===== config.mk =====
export PLATFORM = sky130hd
export DESIGN_NAME = leddot_scan
export DESIGN_NICKNAME = d
export VERILOG_FILES = /design/src/rtl/leddot_scan.sv
export SDC_FILE = /design/constraint.sdc
export NUM_CORES = 1
export LEC_CHECK = 0
export CAP_MARGIN = 40
export CORE_MARGIN = 5
export CORE_UTILIZATION = 45
export DETAILED_ROUTE_END_ITERATION = 12
export PLACE_DENSITY = 0.72
export SYNTH_ARGS = -nofsm -noshare
export SYNTH_HDL_FRONTEND = slang
export SYNTH_SLANG_ARGS = --single-unit
export TNS_END_PERCENT = 20

===== constraint.sdc =====
create_clock -name clk -period 8 [get_ports clk]
set_input_delay 1.6 -clock clk [delete_from_list [all_inputs] [get_ports clk]]
set_output_delay 1.6 -clock clk [all_outputs]
set_load 0.05 [all_outputs]

===== src/rtl/leddot_scan.sv =====
// 8x8 LED dot-matrix row scanner with double-buffered frame memory.
// The CPU fills the back buffer one row at a time. A commit write asks for
// the whole back buffer to be copied to the front buffer at the next frame
// boundary, so a partly written image is never shown.
module leddot_scan #(
    parameter logic [15:0] SCAN_DIV  = 16'd50000,
    parameter logic [15:0] SCAN_ADDR = 16'hf004
) (
    input  logic        clk,
    input  logic        reset,
    input  logic [31:0] conf_addr,
    input  logic        conf_wen,
    input  logic [31:0] cpu_data_wdata,
    output logic [7:0]  led_dotr,
    output logic [7:0]  led_dotc,
    output logic        frame_done
);

    localparam int unsigned ROWS    = 8;
    localparam int unsigned COLS    = 8;
    localparam int unsigned ROW_W   = 3;
    localparam int unsigned DIV_W   = 16;

    logic [DIV_W-1:0] div_cnt;
    logic [ROW_W-1:0] row;
    logic [COLS-1:0]  back  [ROWS];
    logic [COLS-1:0]  front [ROWS];
    logic             swap_pending;

    logic             terminal_c;
    logic             boundary_c;
    logic             wr_c;
    logic             commit_c;
    logic [ROW_W-1:0] wr_row_c;
    logic [COLS-1:0]  wr_pix_c;
    logic             unused_bits;

    // Decode of divider terminal count, frame boundary and CPU write.
    always_comb begin
        terminal_c = (div_cnt == (SCAN_DIV - DIV_W'(1)));
        boundary_c = terminal_c && (row == ROW_W'(ROWS - 1));
        wr_c       = conf_wen && (conf_addr[15:0] == SCAN_ADDR);
        commit_c   = cpu_data_wdata[31];
        wr_row_c   = cpu_data_wdata[2:0];
        wr_pix_c   = cpu_data_wdata[15:8];
    end

    // Address and data bits that carry no meaning for this block.
    assign unused_bits = ^{conf_addr[31:16], cpu_data_wdata[30:16], cpu_data_wdata[7:3]};

    // Row-period divider: counts 0..SCAN_DIV-1 and wraps.
    always_ff @(posedge clk or posedge reset) begin
        if (reset) begin
            div_cnt <= '0;
        end else if (terminal_c) begin
            div_cnt <= '0;
        end else begin
            div_cnt <= div_cnt + DIV_W'(1);
        end
    end

    // Row index advances once per divider period and wraps 7 -> 0.
    always_ff @(posedge clk or posedge reset) begin
        if (reset) begin
            row <= '0;
        end else if (terminal_c) begin
            row <= row + ROW_W'(1);
        end
    end

    // Back buffer: one row per CPU write; row data is always stored.
    always_ff @(posedge clk or posedge reset) begin
        if (reset) begin
            for (int i = 0; i < ROWS; i++) begin
                back[i] <= '0;
            end
        end else if (wr_c) begin
            back[wr_row_c] <= wr_pix_c;
        end
    end

    // Front buffer: whole-image copy at a frame boundary when a commit is pending.
    // Nonblocking semantics make a coinciding write land after the copy.
    always_ff @(posedge clk or posedge reset) begin
        if (reset) begin
            for (int i = 0; i < ROWS; i++) begin
                front[i] <= '0;
            end
        end else if (boundary_c && swap_pending) begin
            for (int i = 0; i < ROWS; i++) begin
                front[i] <= back[i];
            end
        end
    end

    // Commit flag: a new commit wins over the clear from a coinciding swap.
    always_ff @(posedge clk or posedge reset) begin
        if (reset) begin
            swap_pending <= 1'b0;
        end else if (wr_c && commit_c) begin
            swap_pending <= 1'b1;
        end else if (boundary_c) begin
            swap_pending <= 1'b0;
        end
    end

    // Registered pin drive: one-hot row, active-low columns, frame pulse.
    always_ff @(posedge clk or posedge reset) begin
        if (reset) begin
            led_dotr   <= 8'h00;
            led_dotc   <= 8'hFF;
            frame_done <= 1'b0;
        end else begin
            led_dotr   <= 8'h01 << row;
            led_dotc   <= ~front[row];
            frame_done <= boundary_c;
        end
    end

endmodule


; ---- After elaboration in Yosys (flattened, before gate mapping)
; Index checks and enable logic that the tools add are counted.
; Widths: inputs -> output; s select.
[totals]
regBits = 165
input_bits = 67
out_inout_bits = 17
word_cells = 49
[op_classes]
add_sub_neg = 2
order_cmp = 3
n_eq_ne = 3
shifts = 1
mux = 9
bitwise = 3
n_reduce_logical = 6
[ops]
columns = op, count
row1 = $bwmux 64, 1
row2 = $eq 16x16->1 const B, 2
row3 = $bmux 8 s3, 1
row4 = $demux 8 s3, 1
row5 = $mux 8, 3
row6 = $add 16x1->16 const B, 1
row7 = $mux 16, 1
row8 = $ge 4x4->1 const B, 2
row9 = $not 3->4, 2
row10 = $not 8->8, 1
row11 = $shl 1x3->8 const A, 1
row12 = $logic_and 1x1->1, 5
row13 = $lt 4x1->1 const B, 1
row14 = $add 3x1->3 const B, 1
row15 = $eq 3x3->1 const B, 1
row16 = $mux 1, 2
row17 = $reduce_bool 2->1, 1

; ---- Logic depth before layout (Yosys ltp)
[logic_depth]
word_depth = 6
mapped_depth = 8
depth_no_buf = 5

; ---- Worst setup path before layout
; Ideal clock, no wire load.
[synth_timing]
path_kind = input to register
from = input conf_addr[5]
to = register back[0] (netlist bit)
setup_ps = 125
t_arrival_ps = 3034
t_required_ps = 7875
setup_slack_ps = 4841
path_stages = 5
n_path_buf = 1
cell_sequence = nor4b_2 -> nand4_1 -> or4_4 -> buf_6 -> mux2_4
[synth_via]
elab_chain_cells = 2
[synth_lines]
columns = item, line_no
row1 = start: declaration, 11  ; input logic [31:0] conf_addr,
row2 = $eq 16x16->1, 42  ; wr_c = conf_wen && (conf_addr[15:0] == SCAN_ADDR);
row3 = $logic_and 1x1->1, 42
row4 = end signal: indexed assignment, 78  ; back[wr_row_c] <= wr_pix_c;
row5 = end: declaration, 26  ; logic [COLS-1:0] back [ROWS];
; No other way between the ends.
; A chain may end at the register's enable or synchronous reset.

; ---- Worst setup path after layout
[layout_timing]
from = input conf_addr[5]
to = register back[9] (netlist bit)
; The elaborated chain is that of the path after synthesis.

==> results.json <==
{
  "detail_route.wirelength_um": 12990,
  "asyncSetResetFlopFracSynth_pct": 100.0,
  "cell_depth_of_the_worst_hold_path": 1,
  "worst_slew_margin_rel_pct": 42.45,
  "synth.area.top_cells": "sky130_fd_sc_hd__dfrtp_1, sky130_fd_sc_hd__mux2_2, sky130_fd_sc_hd__mux4_2",
  "critPathMaxFanout": 8,
  "post-route-period-util_pct": 44.57,
  "synth_area_leader_cell": "sky130_fd_sc_hd__dfrtp_1",
  "synth_warnings": 0,
  "initial_antenna_violation_count": 0,
  "detailedRoute.firstPassIterationCount": 5,
  "drt-initial-drc-count": 162,
  "critical_path.startpoint_type": "primary input",
  "h-tree-depth": 4,
  "totalPowerFinal_uw": 1738,
  "timing.max_cap.violations": 0,
  "start_util_pct": 45.55,
  "cp_data_required_time_ns": 8.30,
  "die_area_sq_um": 17910,
  "holdBufCountCts": 0,
  "synth_enable_flop_cells": 0,
  "clock_sink_count": 165,
  "number_of_hold_violations_in_the_final_report": 0,
  "synth_ff_type": "sky130_fd_sc_hd__dfrtp_1",
  "setup.worst_path.end_class": "flip-flop",
  "worst_clock_skew_ns": 0.01222,
  "reg2reg_to": "front[57]$_DFFE_PP0P_",
  "syn_to_final_growth_pct": 18.44,
  "postCtsSetupBuffers": 0,
  "portBuffers": 47,
  "post-dp-hpwl_um": 7984,
  "die_w_um": 133.8,
  "postSynthCellCount": 438,
  "detail_route.wirelength.met1_um": 5909,
  "post_synth_instance_area_sq_um": 6899,
  "clockBufferDepth": 2,
  "yosys.cell_count.top_type": "sky130_fd_sc_hd__dfrtp_1",
  "ir_drop_v": 0.0001888,
  "switching_power_uw": 363.2,
  "cts_root_buffer": "sky130_fd_sc_hd__clkbuf_16",
  "netlist_top_cells_count": "sky130_fd_sc_hd__dfrtp_1, sky130_fd_sc_hd__mux2_2, sky130_fd_sc_hd__mux4_2",
  "power.combinational.fraction_pct": 2.3,
  "globalRoute.totalOverflow": 0,
  "distinct_cell_type_count_of_the_synthesized_netlist": 34,
  "avgRoutedWirePerCell_um": 18.79,
  "worst_skew_pair.late_latency_ns": 0.42,
  "worst-slew-pin-transition_ns": 0.8632,
  "hold_ws_ns": 0.4828,
  "ff2ff_setup_slack_ns": 5.11,
  "number_of_global_route_vias_before_repair": 4094,
  "cts.reportedPaths.clkPinSlew_ns": 0.06,
  "n_fill_cell": 1187,
  "track_usage_pct": 15.68,
  "power.clock.fraction_pct": 49.6,
  "synth_fp_nets": 512,
  "p_per_area_nw_per_um2": 212.7,
  "seq_power_share_pct": 48.0,
  "worstReg2RegStart": "div_cnt[0]$_DFF_PP0_",
  "outcome": "complete, no violations",
  "floorplan.die.height_um": 133.8,
  "finalSetupTns_ns": 0,
  "power.leakage_uw": 0.003954,
  "final_cell_utilization_of_the_core_pct": 53.95,
  "setup_repair_after_global_routing_missed_its_margin": "no",
  "worstRegToRegCells": 6,
  "cts_resized": 0,
  "final_layout_size_suffix_gt1_share_pct": 36.38,
  "intPower_uw": 1375,
  "maxSlewViolCount": 0,
  "met3_wirelength_um": 607,
  "postSynthAreaPerCell_sq_um": 15.75,
  "timing.critical_path.arrival_ns": 3.87,
  "placement_rows": 45,
  "global_route_wire_length_before_repair_um": 21760,
  "num_antenna_cells": 0,
  "met2RoutedLength_um": 6355,
  "p_sw_share_pct": 20.90,
  "coreArea_sq_um": 15150,
  "detail_route.drc_violations": 0,
  "vias": 3704,
  "postLayoutCellArea_sq_um": 8172,
  "routed.top_layer": "met4",
  "worst_hold_path.endpoint": "front[42]$_DFFE_PP0P_",
  "worst_min_delay_path_startpoint": "front[42]$_DFFE_PP0P_",
  "viasPerCell": 5.360,
  "cts_buffers": 17,
  "placer_congestion": 0.7329,
  "clock.fmax_mhz": 280.4,
  "setup_viol": 0,
  "ys_seq_area_share_pct": 59.99,
  "maximum_number_of_pins_on_one_net_before_global_route_repair": 84,
  "yosys_register_bits": 165,
  "dp_area_sq_um": 7540,
  "hp-class": "flip-flop to flip-flop",
  "final_nets": 564,
  "cts_tree": "done",
  "min_period_ns": 3.566,
  "drt.antenna.violating_nets": 0,
  "floorplan.io_pins": 84,
  "worstSetupPathType": "primary input to flip-flop",
  "synthDominantCellAreaShare_pct": 56.95
}
## final cells by class
cell class | count | area (sq um) | share of cell area [%]
inverters | 8 | 35.03 | 0.4287
flip-flops and latches | 165 | 4139 | 50.65
clock inverters | 15 | 206.4 | 2.526
repair buffers | 53 | 539.3 | 6.599
well taps | 188 | 235.2 | 2.879
clock buffers | 17 | 425.4 | 5.206
multi-input cells | 245 | 2591 | 31.71
## power groups by stage
stage,registers [uW],clock network (uW),logic (uW)
floorplan,850,0,15.0
finish,835,863,40.7
global placement,850,0,39.0
detailed placement,850,0,42.2
CTS,834,876,42.3
global route,834,916,46.1
## cell usage in the layout, fill, tap and decap left out, drive strengths merged, types with 6 or more instances in the layout
| master | instances |
|---|---|
| and4 | 7 |
| buf | 6 |
| clkbuf | 17 |
| clkdlybuf4s50 | 47 |
| dfrtp | 157 |
| dfstp | 8 |
| ha | 7 |
| inv | 9 |
| mux2 | 128 |
| mux2i | 9 |
| mux4 | 16 |
| nand3 | 6 |
| nand4 | 8 |
| nor2 | 12 |
| nor2b | 6 |
| xnor2 | 8 |
| xor2 | 7 |
## metrics by stage
stage / worst slack, ns / cells
final: 4.434 / 691
after global routing: 4.316 / 691
after CTS: 4.438 / 691
after detailed placement: 3.994 / 659
after global placement: 4.013 / 657
after floorplan: 1.952 / 438
## critical path, stage by stage
cell and delay, ns:
sky130_fd_sc_hd__clkdlybuf4s50_1 0.41, sky130_fd_sc_hd__nor4b_2 0.32, sky130_fd_sc_hd__and4_2 0.35, sky130_fd_sc_hd__nand4_1 0.65, sky130_fd_sc_hd__mux2_2 0.53
## cells by family (layout without fill, tap and decap cells)
kind of cell    Yosys count  in the layout  synth area share [%]
flops                   165            165                 59.99
mux                     153            153                 27.86
simple gates             68             68                 6.366
buf+inv                  28             93                 2.467
xor+xnor                 15             15                 1.904
fa+ha+maj                 7              7                 1.269
compound gates            2              2                0.1451
## registers in the layout, summed over array words and instances, names as in the netlist
| register | cells |
|---|---|
| led_dotc | 8 |
| row | 3 |
| div_cnt | 16 |
| swap_pending | 1 |
| front | 64 |
| frame_done | 1 |
| led_dotr | 8 |
| back | 64 |
## per-layer routing
layer,track usage [%],vias to the layer above
met2,25.13,65
met3,4.614,9
met1,21.04,1948
li1,-,1682
met5,0,-
met4,4.286,0
## worst max path at each step
| stage | startpoint | to | slack, ns | cells past startpoint |
|---|---|---|---|---|
| finish | conf_addr[5] | back[9]$_DFFE_PP0P_ | 4.43 | 5 |
| global route | conf_addr[5] | back[12]$_DFFE_PP0P_ | 4.32 | 5 |
| CTS | conf_addr[5] | back[12]$_DFFE_PP0P_ | 4.44 | 5 |
| detailed placement | conf_addr[5] | back[9]$_DFFE_PP0P_ | 3.99 | 5 |
| global placement | conf_addr[5] | back[8]$_DFFE_PP0P_ | 4.01 | 5 |
| floorplan | reset | back[0]$_DFFE_PP0P_ | 1.95 | 1 |
Note: power is estimated with default switching activity, not from simulation.
